==> src/rtl/mse_pkg.sv <==
// Shared types and sizing helpers for the MSE measurement block.
package mse_pkg;

    // Measurement window control states.
    typedef enum logic [1:0] {
        StIdle,
        StAccum,
        StDrain,
        StDone
    } mse_state_e;

    localparam int unsigned DefaultDw    = 16;
    localparam int unsigned DefaultNLog2 = 10;

    // Accumulator width: a full window of worst-case squares cannot overflow it.
    function automatic int unsigned acc_width(input int unsigned dw, input int unsigned n_log2);
        return 2 * dw + n_log2;
    endfunction

endpackage

==> src/rtl/mse_sq_err.sv <==
// Two-stage error pipeline: stage 1 forms |y_ref - y_apx|, stage 2 squares it.
module mse_sq_err
    import mse_pkg::*;
#(
    parameter int unsigned DW = DefaultDw
) (
    input  logic                 clk,
    input  logic                 rst,
    input  logic                 in_valid,
    input  logic signed [DW-1:0] y_ref,
    input  logic signed [DW-1:0] y_apx,
    output logic                 sq_valid,
    output logic [2*DW-1:0]      sq,
    output logic [DW:0]          abs_err
);

    logic [DW:0]     diff;
    logic [DW:0]     abs_d;
    logic            v1_q;
    logic [DW:0]     abs1_q;
    logic [2*DW-1:0] abs1_ext;
    logic [2*DW-1:0] sq_d;
    logic            v2_q;
    logic [2*DW-1:0] sq2_q;
    logic [DW:0]     abs2_q;

    // Sign-extend by one bit so the difference can never overflow; magnitude fits unsigned DW+1.
    always_comb begin
        diff  = {y_ref[DW-1], y_ref} - {y_apx[DW-1], y_apx};
        abs_d = diff[DW] ? -diff : diff;
    end

    // Square in 2*DW bits: (2^DW - 1)^2 always fits, so no bits are dropped.
    always_comb begin
        abs1_ext = {{(DW - 1){1'b0}}, abs1_q};
        sq_d     = abs1_ext * abs1_ext;
    end

    // Stage 1 register: valid flag and absolute error.
    always_ff @(posedge clk) begin
        if (rst) begin
            v1_q   <= 1'b0;
            abs1_q <= '0;
        end else begin
            v1_q <= in_valid;
            if (in_valid) begin
                abs1_q <= abs_d;
            end
        end
    end

    // Stage 2 register: square plus the matching absolute error for the max tracker.
    always_ff @(posedge clk) begin
        if (rst) begin
            v2_q   <= 1'b0;
            sq2_q  <= '0;
            abs2_q <= '0;
        end else begin
            v2_q <= v1_q;
            if (v1_q) begin
                sq2_q  <= sq_d;
                abs2_q <= abs1_q;
            end
        end
    end

    assign sq_valid = v2_q;
    assign sq       = sq2_q;
    assign abs_err  = abs2_q;

endmodule

==> src/rtl/mse_metric.sv <==
// Windowed sum/mean of squared error, max |error| and nonzero-error count between two streams.
module mse_metric
    import mse_pkg::*;
#(
    parameter int unsigned DW     = DefaultDw,
    parameter int unsigned N_LOG2 = DefaultNLog2
) (
    input  logic                     clk,
    input  logic                     rst,
    input  logic                     start,
    input  logic                     in_valid,
    output logic                     in_ready,
    input  logic signed [DW-1:0]     y_ref,
    input  logic signed [DW-1:0]     y_apx,
    output logic                     mse_valid,
    input  logic                     mse_ready,
    output logic [2*DW+N_LOG2-1:0]   mse_sum,
    output logic [2*DW-1:0]          mse_mean,
    output logic [DW:0]              max_err,
    output logic [N_LOG2:0]          nz_cnt
);

    localparam int unsigned AccW = acc_width(DW, N_LOG2);
    localparam int unsigned NzW  = N_LOG2 + 1;

    mse_state_e        state_q;
    logic [N_LOG2-1:0] cnt_q;
    logic              drain_q;
    logic              in_ready_q;
    logic              mse_valid_q;
    logic [AccW-1:0]   acc_q;
    logic [DW:0]       max_q;
    logic [NzW-1:0]    nz_q;

    logic              accept;
    logic              last_pair;
    logic              sq_valid;
    logic [2*DW-1:0]   sq;
    logic [DW:0]       abs_err;

    assign accept    = in_valid && in_ready_q;
    assign last_pair = (cnt_q == {N_LOG2{1'b1}});

    mse_sq_err #(
        .DW(DW)
    ) u_sq_err (
        .clk      (clk),
        .rst      (rst),
        .in_valid (accept),
        .y_ref    (y_ref),
        .y_apx    (y_apx),
        .sq_valid (sq_valid),
        .sq       (sq),
        .abs_err  (abs_err)
    );

    // Window FSM with registered handshake outputs; DRAIN covers the two pipeline stages.
    always_ff @(posedge clk) begin
        if (rst) begin
            state_q     <= StIdle;
            cnt_q       <= '0;
            drain_q     <= 1'b0;
            in_ready_q  <= 1'b0;
            mse_valid_q <= 1'b0;
        end else begin
            case (state_q)
                StIdle: begin
                    if (start) begin
                        state_q    <= StAccum;
                        cnt_q      <= '0;
                        in_ready_q <= 1'b1;
                    end
                end
                StAccum: begin
                    if (accept) begin
                        cnt_q <= cnt_q + N_LOG2'(1);
                        if (last_pair) begin
                            state_q    <= StDrain;
                            in_ready_q <= 1'b0;
                            drain_q    <= 1'b0;
                        end
                    end
                end
                StDrain: begin
                    if (drain_q) begin
                        state_q     <= StDone;
                        mse_valid_q <= 1'b1;
                    end else begin
                        drain_q <= 1'b1;
                    end
                end
                StDone: begin
                    if (mse_ready) begin
                        state_q     <= StIdle;
                        mse_valid_q <= 1'b0;
                    end
                end
                default: begin
                    state_q     <= StIdle;
                    in_ready_q  <= 1'b0;
                    mse_valid_q <= 1'b0;
                end
            endcase
        end
    end

    // Stage 3: accumulate squares, track max |error| and count nonzero errors.
    always_ff @(posedge clk) begin
        if (rst) begin
            acc_q <= '0;
            max_q <= '0;
            nz_q  <= '0;
        end else if (state_q == StIdle && start) begin
            acc_q <= '0;
            max_q <= '0;
            nz_q  <= '0;
        end else if (sq_valid) begin
            acc_q <= acc_q + AccW'(sq);
            if (abs_err > max_q) begin
                max_q <= abs_err;
            end
            if (abs_err != '0) begin
                nz_q <= nz_q + NzW'(1);
            end
        end
    end

    assign in_ready  = in_ready_q;
    assign mse_valid = mse_valid_q;
    assign mse_sum   = acc_q;
    assign mse_mean  = acc_q[AccW-1:N_LOG2];
    assign max_err   = max_q;
    assign nz_cnt    = nz_q;

endmodule

==> config.mk <==
export PLATFORM = sky130hd
export DESIGN_NAME = mse_metric
export DESIGN_NICKNAME = d
export VERILOG_FILES = /design/src/rtl/mse_pkg.sv /design/src/rtl/mse_sq_err.sv /design/src/rtl/mse_metric.sv
export SDC_FILE = /design/constraint.sdc
export NUM_CORES = 1
export LEC_CHECK = 0
export ABC_AREA = 1
export CAP_MARGIN = 20
export CORE_MARGIN = 1.5
export CORE_UTILIZATION = 62
export CTS_CLUSTER_DIAMETER = 30
export DETAILED_ROUTE_END_ITERATION = 10
export PLACE_DENSITY_LB_ADDON = 0.15
export SYNTH_ARGS = -nofsm -noshare
export SYNTH_HDL_FRONTEND = slang
export SYNTH_HIERARCHICAL = 1
export SYNTH_SLANG_ARGS = --single-unit
==> constraint.sdc <==
create_clock -name clk -period 6.5 [get_ports clk]
set_clock_uncertainty 0.15 [all_clocks]
set_input_delay 1.95 -clock clk [delete_from_list [all_inputs] [get_ports clk]]
set_output_delay 1.95 -clock clk [all_outputs]
set_load 0.1 [all_outputs]
## Yosys cells after proc, flatten, opt, wreduce, memory -nomap -nowiden

Cells that the tools add are included.

| storage, ports and cells | value |
|---|---|
| bits in registers | 153 |
| bits of input ports | 37 |
| word-level logic and storage cells | 62 |

| operators by class | value |
|---|---|
| reductions and logical operators | 15 |
| magnitude comparators | 1 |
| mux-type cells | 18 |
| $add $sub $neg | 5 |
| $mul | 1 |
| equal/unequal tests | 9 |

Operator list:

| cell | number |
|---|---|
| $add 42x32->42 | 1 |
| $mul 17x17->32 | 1 |
| $mux 10 | 2 |
| $pmux 10 s2 | 1 |
| $gt 17x17->1 | 1 |
| $mux 17 | 1 |
| $neg 17->17 | 1 |
| $reduce_bool 17->1 | 1 |
| $sub 16x16->17 | 1 |
| $add 11x1->11 const B | 1 |
| $add 10x1->10 const B | 1 |
| $eq 10x10->1 const B | 1 |
| $mux 2 | 5 |
| $reduce_and 3->1 | 3 |
| $ne 2x2->1 const B | 4 |
| $pmux 2 s4 | 1 |
| $pmux 1 s2 | 3 |
| $reduce_bool 2->1 | 3 |
| $mux 1 | 5 |
| $reduce_and 5->1 | 1 |
| $eq 2x2->1 const B | 2 |
| $reduce_and 2->1 | 2 |
| $reduce_and 4->1 | 1 |
| $eq 2x1->1 const B | 1 |
| other kinds (4) | 5 |

## Logic depth before layout (Yosys ltp)

| depth | value |
|---|---|
| word-level depth | 4 |
| gate-level depth with buffers | 28 |
| mapped depth without buffers | 27 |

## Cells and area by module

The synthesis kept the hierarchy.

Modules (own cells, without submodules):

| module | area each (sq um) | sequential area each (sq um) | times used | cells an instance |
|---|---|---|---|---|
| mse_sq_err | 12238.0 | 1321.3 | 1 | 1674 |
| mse_metric | 7166.9 | 1701.6 | 1 | 1210 |

## Worst setup path after synthesis

Ideal clock, no wire load.

| path | value |
|---|---|
| kind | reg2reg |
| from | reg u_sq_err.abs1_q[7] |
| to | reg u_sq_err.sq2_q[30] (netlist: u_sq_err/sq[30]) |
| setup slack | 0.672 ns |
| data arrival time | 5.562 ns |
| stages on the path, launching flop included | 26 |
| required time | 6.235 ns |
| path through | dfxtp_1 clkbuf_1 clkbuf_1 nand2_1 fa_1 inv_1 fa_1 inv_1 fa_1 inv_1 fa_1 fa_1 inv_1 fa_1 inv_1 ha_1 nand2_1 inv_1 nand2_1 nor3_1 nand4_1 nand3_1 a21oi_1 xor2_1 o21ai_0 inv_1 |

| between the ends | value |
|---|---|
| cells in the longest elaborated chain, start to end | 1 |

Ends and longest elaborated chain:

| item | RTL line | text |
|---|---|---|
| start, declared | mse_sq_err.sv:20 | `logic [DW:0] abs1_q;` |
| start signal, assigned | mse_sq_err.sv:47 | `abs1_q <= abs_d;` |
| $mul 17x17->32 | mse_sq_err.sv:36 | `sq_d = abs1_ext * abs1_ext;` |
| end signal, assigned | mse_sq_err.sv:61 | `sq2_q <= sq_d;` |
| end, declared | mse_sq_err.sv:24 | `logic [2*DW-1:0] sq2_q;` |

No other way between the ends.
A chain may end at the register's enable or synchronous reset.

## Worst setup path in the final report

| path | value |
|---|---|
| from | reg u_sq_err.abs1_q[9] |
| to | reg u_sq_err.sq2_q[29] (netlist: u_sq_err/sq[29]) |

The elaborated chain is that of the path after synthesis.

==> results <==
- The detail route stage leaves a number of antenna-violating nets equal to 0.
- The count of buffers inserted at the top-level ports is between 100 and 150.
- The run finished with clean final reports.
- The number of failing hold endpoints at the final stage was 0.
- The number of buffers inserted by post-CTS setup repair is 0.
- The maximum single-stage delay on the critical path is 630 ps.
- STA puts the critical path data required time at around 6700 ps.
- Summed over all cells, the static leakage comes to about 12 nW.
- The number of antenna violations at the first check in global routing is 0.
- For this design the ratio of total power to cell area is about 170 nW/um2.
- The clock-pin slew on the worst setup and hold paths is approximately 60 ps.
- The finished cells cover ~21000 um2.
- The area of the mapped netlist is 19400 um2.
- After the last flow step, the layout net total stands at between 3000 and 4000.
- The category of the worst setup path capture point is a register.
- The maximum net fanout on the critical path is 10.
- The die area is approximately 32000 um2.
- The per-instance average area after synthesis is about 6.7 um2.
- The proportion of synthesized chip area in sequential cells is 0.156.
- TritonCTS built the clock tree.
- Clock tree synthesis selected as its root buffer the cell clkbuf_16.
- The critical path is of the register to register type.
- Yosys instantiated no cell more often than inv_1.
- The post-detailed-placement cell area is about 21000 um2.
- The number of antenna repair diodes is 0.
- The routed layout has between 15000 and 20000 vias.
- Walking the worst path, the cells encountered are buf_4 -> nand2_1 -> fa_1 -> inv_1 -> fa_1 -> fa_1 -> fa_1 -> fa_1 -> inv_1 -> fa_1 -> inv_1 -> ha_1 -> nand2_1 -> inv_1 -> nand2_1 -> nor2_1 -> nand4_1 -> nand3_1 -> a21oi_1 -> xor2_1 -> o21ai_0 -> inv_1.
- Of the post-synthesis cell area, the dominant cell type holds 0.199.
- Setup repair after global routing left no endpoint under its margin.
- At the end of routability-driven placement, the weighted congestion stood at 0.943.
- The smallest clock period supported by the final layout is computed as ~6100 ps.
- The total number of clock tree sinks is about 150.
- The sort of element at the start of the critical path is a register.
- Counting flops with a built-in enable in the synthesized netlist gives 0.
- The cell count after synthesis came out at approximately 2900.
- The startpoint of the lowest-slack register-to-register path is u_sq_err/abs1_q[9].
- The floorplan die width is 180 um.
- The layout overhead on the synthesized area is 10.7%.
- Prior to clock tree synthesis, the placed netlist has a worst setup slack of roughly 120 ps.
- After synthesis, the share of flip-flops with an asynchronous set or reset is 0.
- around 140 I/O pins were placed.
- Across all setup checks in the final design, the least slack found is approximately 440 ps.
- The number of detailed-route iterations in the first pass is 5.
- The arrival time of data at the critical path endpoint is roughly 6300 ps.
- The kind of cell adding the most delay to the critical path is adder cells.
- The cell that appears most often on the critical path is fa_1.
- When the netlist entered floorplanning its net count stood at roughly 3300.
- The clock reaches the later pin of the worst-skew pair after between 400 and 500 ps.
- The critical register-to-register path endpoint is u_sq_err/sq[29].
- Dividing the final minimum period by the clock period gives 0.933.
- The number of buffers created by CTS is 17.
- The violation count after the first detailed-routing iteration is ~1300.
- The standard cell core area is slightly above 30000 um2.
- The number of buffers on the longest clock path is 2.
- The via count of the first global-routing pass is ~18000.
- For this run, design rule violations remaining after detail routing come to 0.
- Across the run, the number of max-cap violations was 0.
- The last element of the critical path is u_sq_err/sq[29].
- By count the netlist is led by inv_1, nand2_1, nor2_1.
- The remaining max-slew budget at the tightest pin is 0.310.
- The yosys synthesis warning count is 6.
- In this run, placement finished with an instance count of around 3300.
- Setup violations remaining at the end of the flow were counted as 0.
- The sum of buffers and inverters on the critical path is 6.
- The worst-case IR drop observed on VDD is ~0.00019 V.
- In this run the core area contains 64 standard-cell rows.
- The type of the worst min-delay path is register to register.
- After detailed routing, the total wire length is 50.1 mm.
- For the pin with the worst max-slew slack, the measured transition is slightly above 1000 ps.
- The via density per instance is about 5.3.
- The critical path starts at u_sq_err/abs1_q[9].
- The global-route wire length before repair is ~84 mm.
- For this configuration, the core starts out at a cell density of 0.633.
- Setup total negative slack on the finished layout was measured at 0 ps.
- The number of logic stages on the critical path including buffering is 22.
- The minimum setup slack among reg-to-reg paths is ~440 ps.
- The floorplan step set the die height to between 150 and 200 um.
- Leaving out filler cells and counting taps, the final layout contains around 3400.
- Counting cells, the worst reg-to-reg path comes to 22.
- Ranked by total cell area, the synthesized netlist is headed by fa_1, dfxtp_1, inv_1, nand2_1, ha_1.
- The total overflow left after global routing is 0.
- The number of max-slew violations in the final report is 0.
- Counting flops and latches in the post-synthesis netlist gives between 150 and 200.
- Overall power consumption after layout is estimated at between 0.003 and 0.004 W.
- The count of cell types in the netlist is 54.
- The count of H-tree levels built during CTS is 4.
- The share of post-route cells with drive strength above 1 is 0.0317.
- Among all stages on the critical path, the largest delay is contributed by dfxtp_1.
- The overall track demand over capacity in global routing is 0.318.
- The final routed wire length divided by cell count is between 10 and 15 um.
- Entering global routing, the biggest net connects 76 pins.
- The post-DP HPWL is slightly above 40 mm.
- The synthesized design spends more area on one cell type than any other, namely fa_1.
- Static timing analysis puts the maximum clock frequency at approximately 160 MHz.
- The flip-flop cell with the highest count after synthesis is dfxtp_1.
-- flip-flops by register name (all words and copies together), names as in the netlist --
name and cells:
nz_cnt 11, u_sq_err/v1_q 1, u_sq_err/sq_valid 1, cnt_q 10, state_q 2, u_sq_err/abs1_q 17, mse_valid 1, u_sq_err/abs_err 16
u_sq_err/sq 31, drain_q 1, max_err 17, mse_sum 42, in_ready 1
-- timing repair --
item	CTS	global route
setup endpoints to repair	0	12
hold buffers	0	0
resized for setup	0	7
endpoints found under the hold margin	0	0
-- cell type report --
| class | count | area (um2) |
|---|---|---|
| clock buffers | 18 | 429 |
| clock inverters | 11 | 104 |
| fillers | 2757 | 9200 |
| inverters | 690 | 2590 |
| multi-input cells | 1929 | 13200 |
| flip-flops and latches | 151 | 3030 |
| well taps | 396 | 495 |
| repair buffers | 162 | 1630 |
-- cell families (layout without fill, tap and decap cells) --
family	Yosys count	after routing	synth area share
and+or+nand+nor	1172	1172	0.250
buffers and inverters	804	881	0.165
adders and majority gates	367	367	0.311
AOI/OAI and AO/OA	333	333	0.0927
DFF	151	151	0.156
xor gates and xnor gates	56	56	0.0253
other	1	1	0.000193
-- per-stage QoR --
stage | hold slack [ps] | util
floorplan | 293 | -
global placement | 308 | 0.680
detailed placement | 318 | 0.682
CTS | 336 | 0.699
global route | 369 | 0.700
finish | 341 | 0.700
-- routing by layer --
metal	up-vias	global-route usage	part of all wire
met5	-	0	0
met4	0	0.117	0.032
met3	110	0.0377	0.057
met2	621	0.562	0.49
met1	8366	0.399	0.42
li1	8815	-	-
-- cells in the final DEF, fill, tap and decap left out, types with 3 or more instances in the layout --
cell type / instances
dfxtp_1: 142
ha_1: 174
a21oi_1: 166
nor4_1: 8
xor2_1: 42
nand3_2: 8
nor3_1: 20
fa_1: 193
xnor2_1: 14
clkdlybuf4s50_1: 140
o21ai_0: 114
clkinv_2: 3
or2_2: 3
nor3b_1: 3
dfxtp_2: 9
o21ai_2: 3
nand2_1: 680
buf_4: 19
nand4_1: 21
inv_1: 687
a21oi_2: 3
nor2_2: 5
a21o_1: 4
o211ai_1: 9
a31oi_1: 3
o21bai_1: 12
nand2_2: 6
clkbuf_16: 17
nand3_1: 109
and2_1: 3
o21ai_1: 3
clkinvlp_4: 4
nand3b_1: 15
a21boi_0: 3
nor2_1: 283
buf_16: 3
-- worst reg2reg max path: stages (launching register included) --
cell and delay (ps):
dfxtp_1 630, buf_4 290, nand2_1 110, fa_1 490
inv_1 50, fa_1 470, fa_1 520, fa_1 530
fa_1 550, inv_1 60, fa_1 520, inv_1 40
ha_1 350, nand2_1 120, inv_1 70, nand2_1 70
nor2_1 150, nand4_1 130, nand3_1 200, a21oi_1 110
xor2_1 150, o21ai_0 160, inv_1 50
-- power breakdown --
part           switching (W)  internal (W)  leakage [nW]
registers           0.000136       0.00100          1.23
logic                0.00102      0.000504          10.6
clock network       0.000434      0.000521         0.252
-- worst min-delay path by stage --
stage	end	slack (ps)	from	depth (start not counted)
6_report	cnt_q[3]	340	cnt_q[3]	1
5_1_grt	cnt_q[3]	370	cnt_q[3]	1
4_1_cts	cnt_q[3]	340	cnt_q[3]	1
3_5_place_dp	cnt_q[3]	320	cnt_q[3]	1
3_3_place_gp	cnt_q[3]	310	cnt_q[3]	1
2_1_floorplan	cnt_q[3]	290	cnt_q[3]	1
Power figures use the tool's default switching activity.
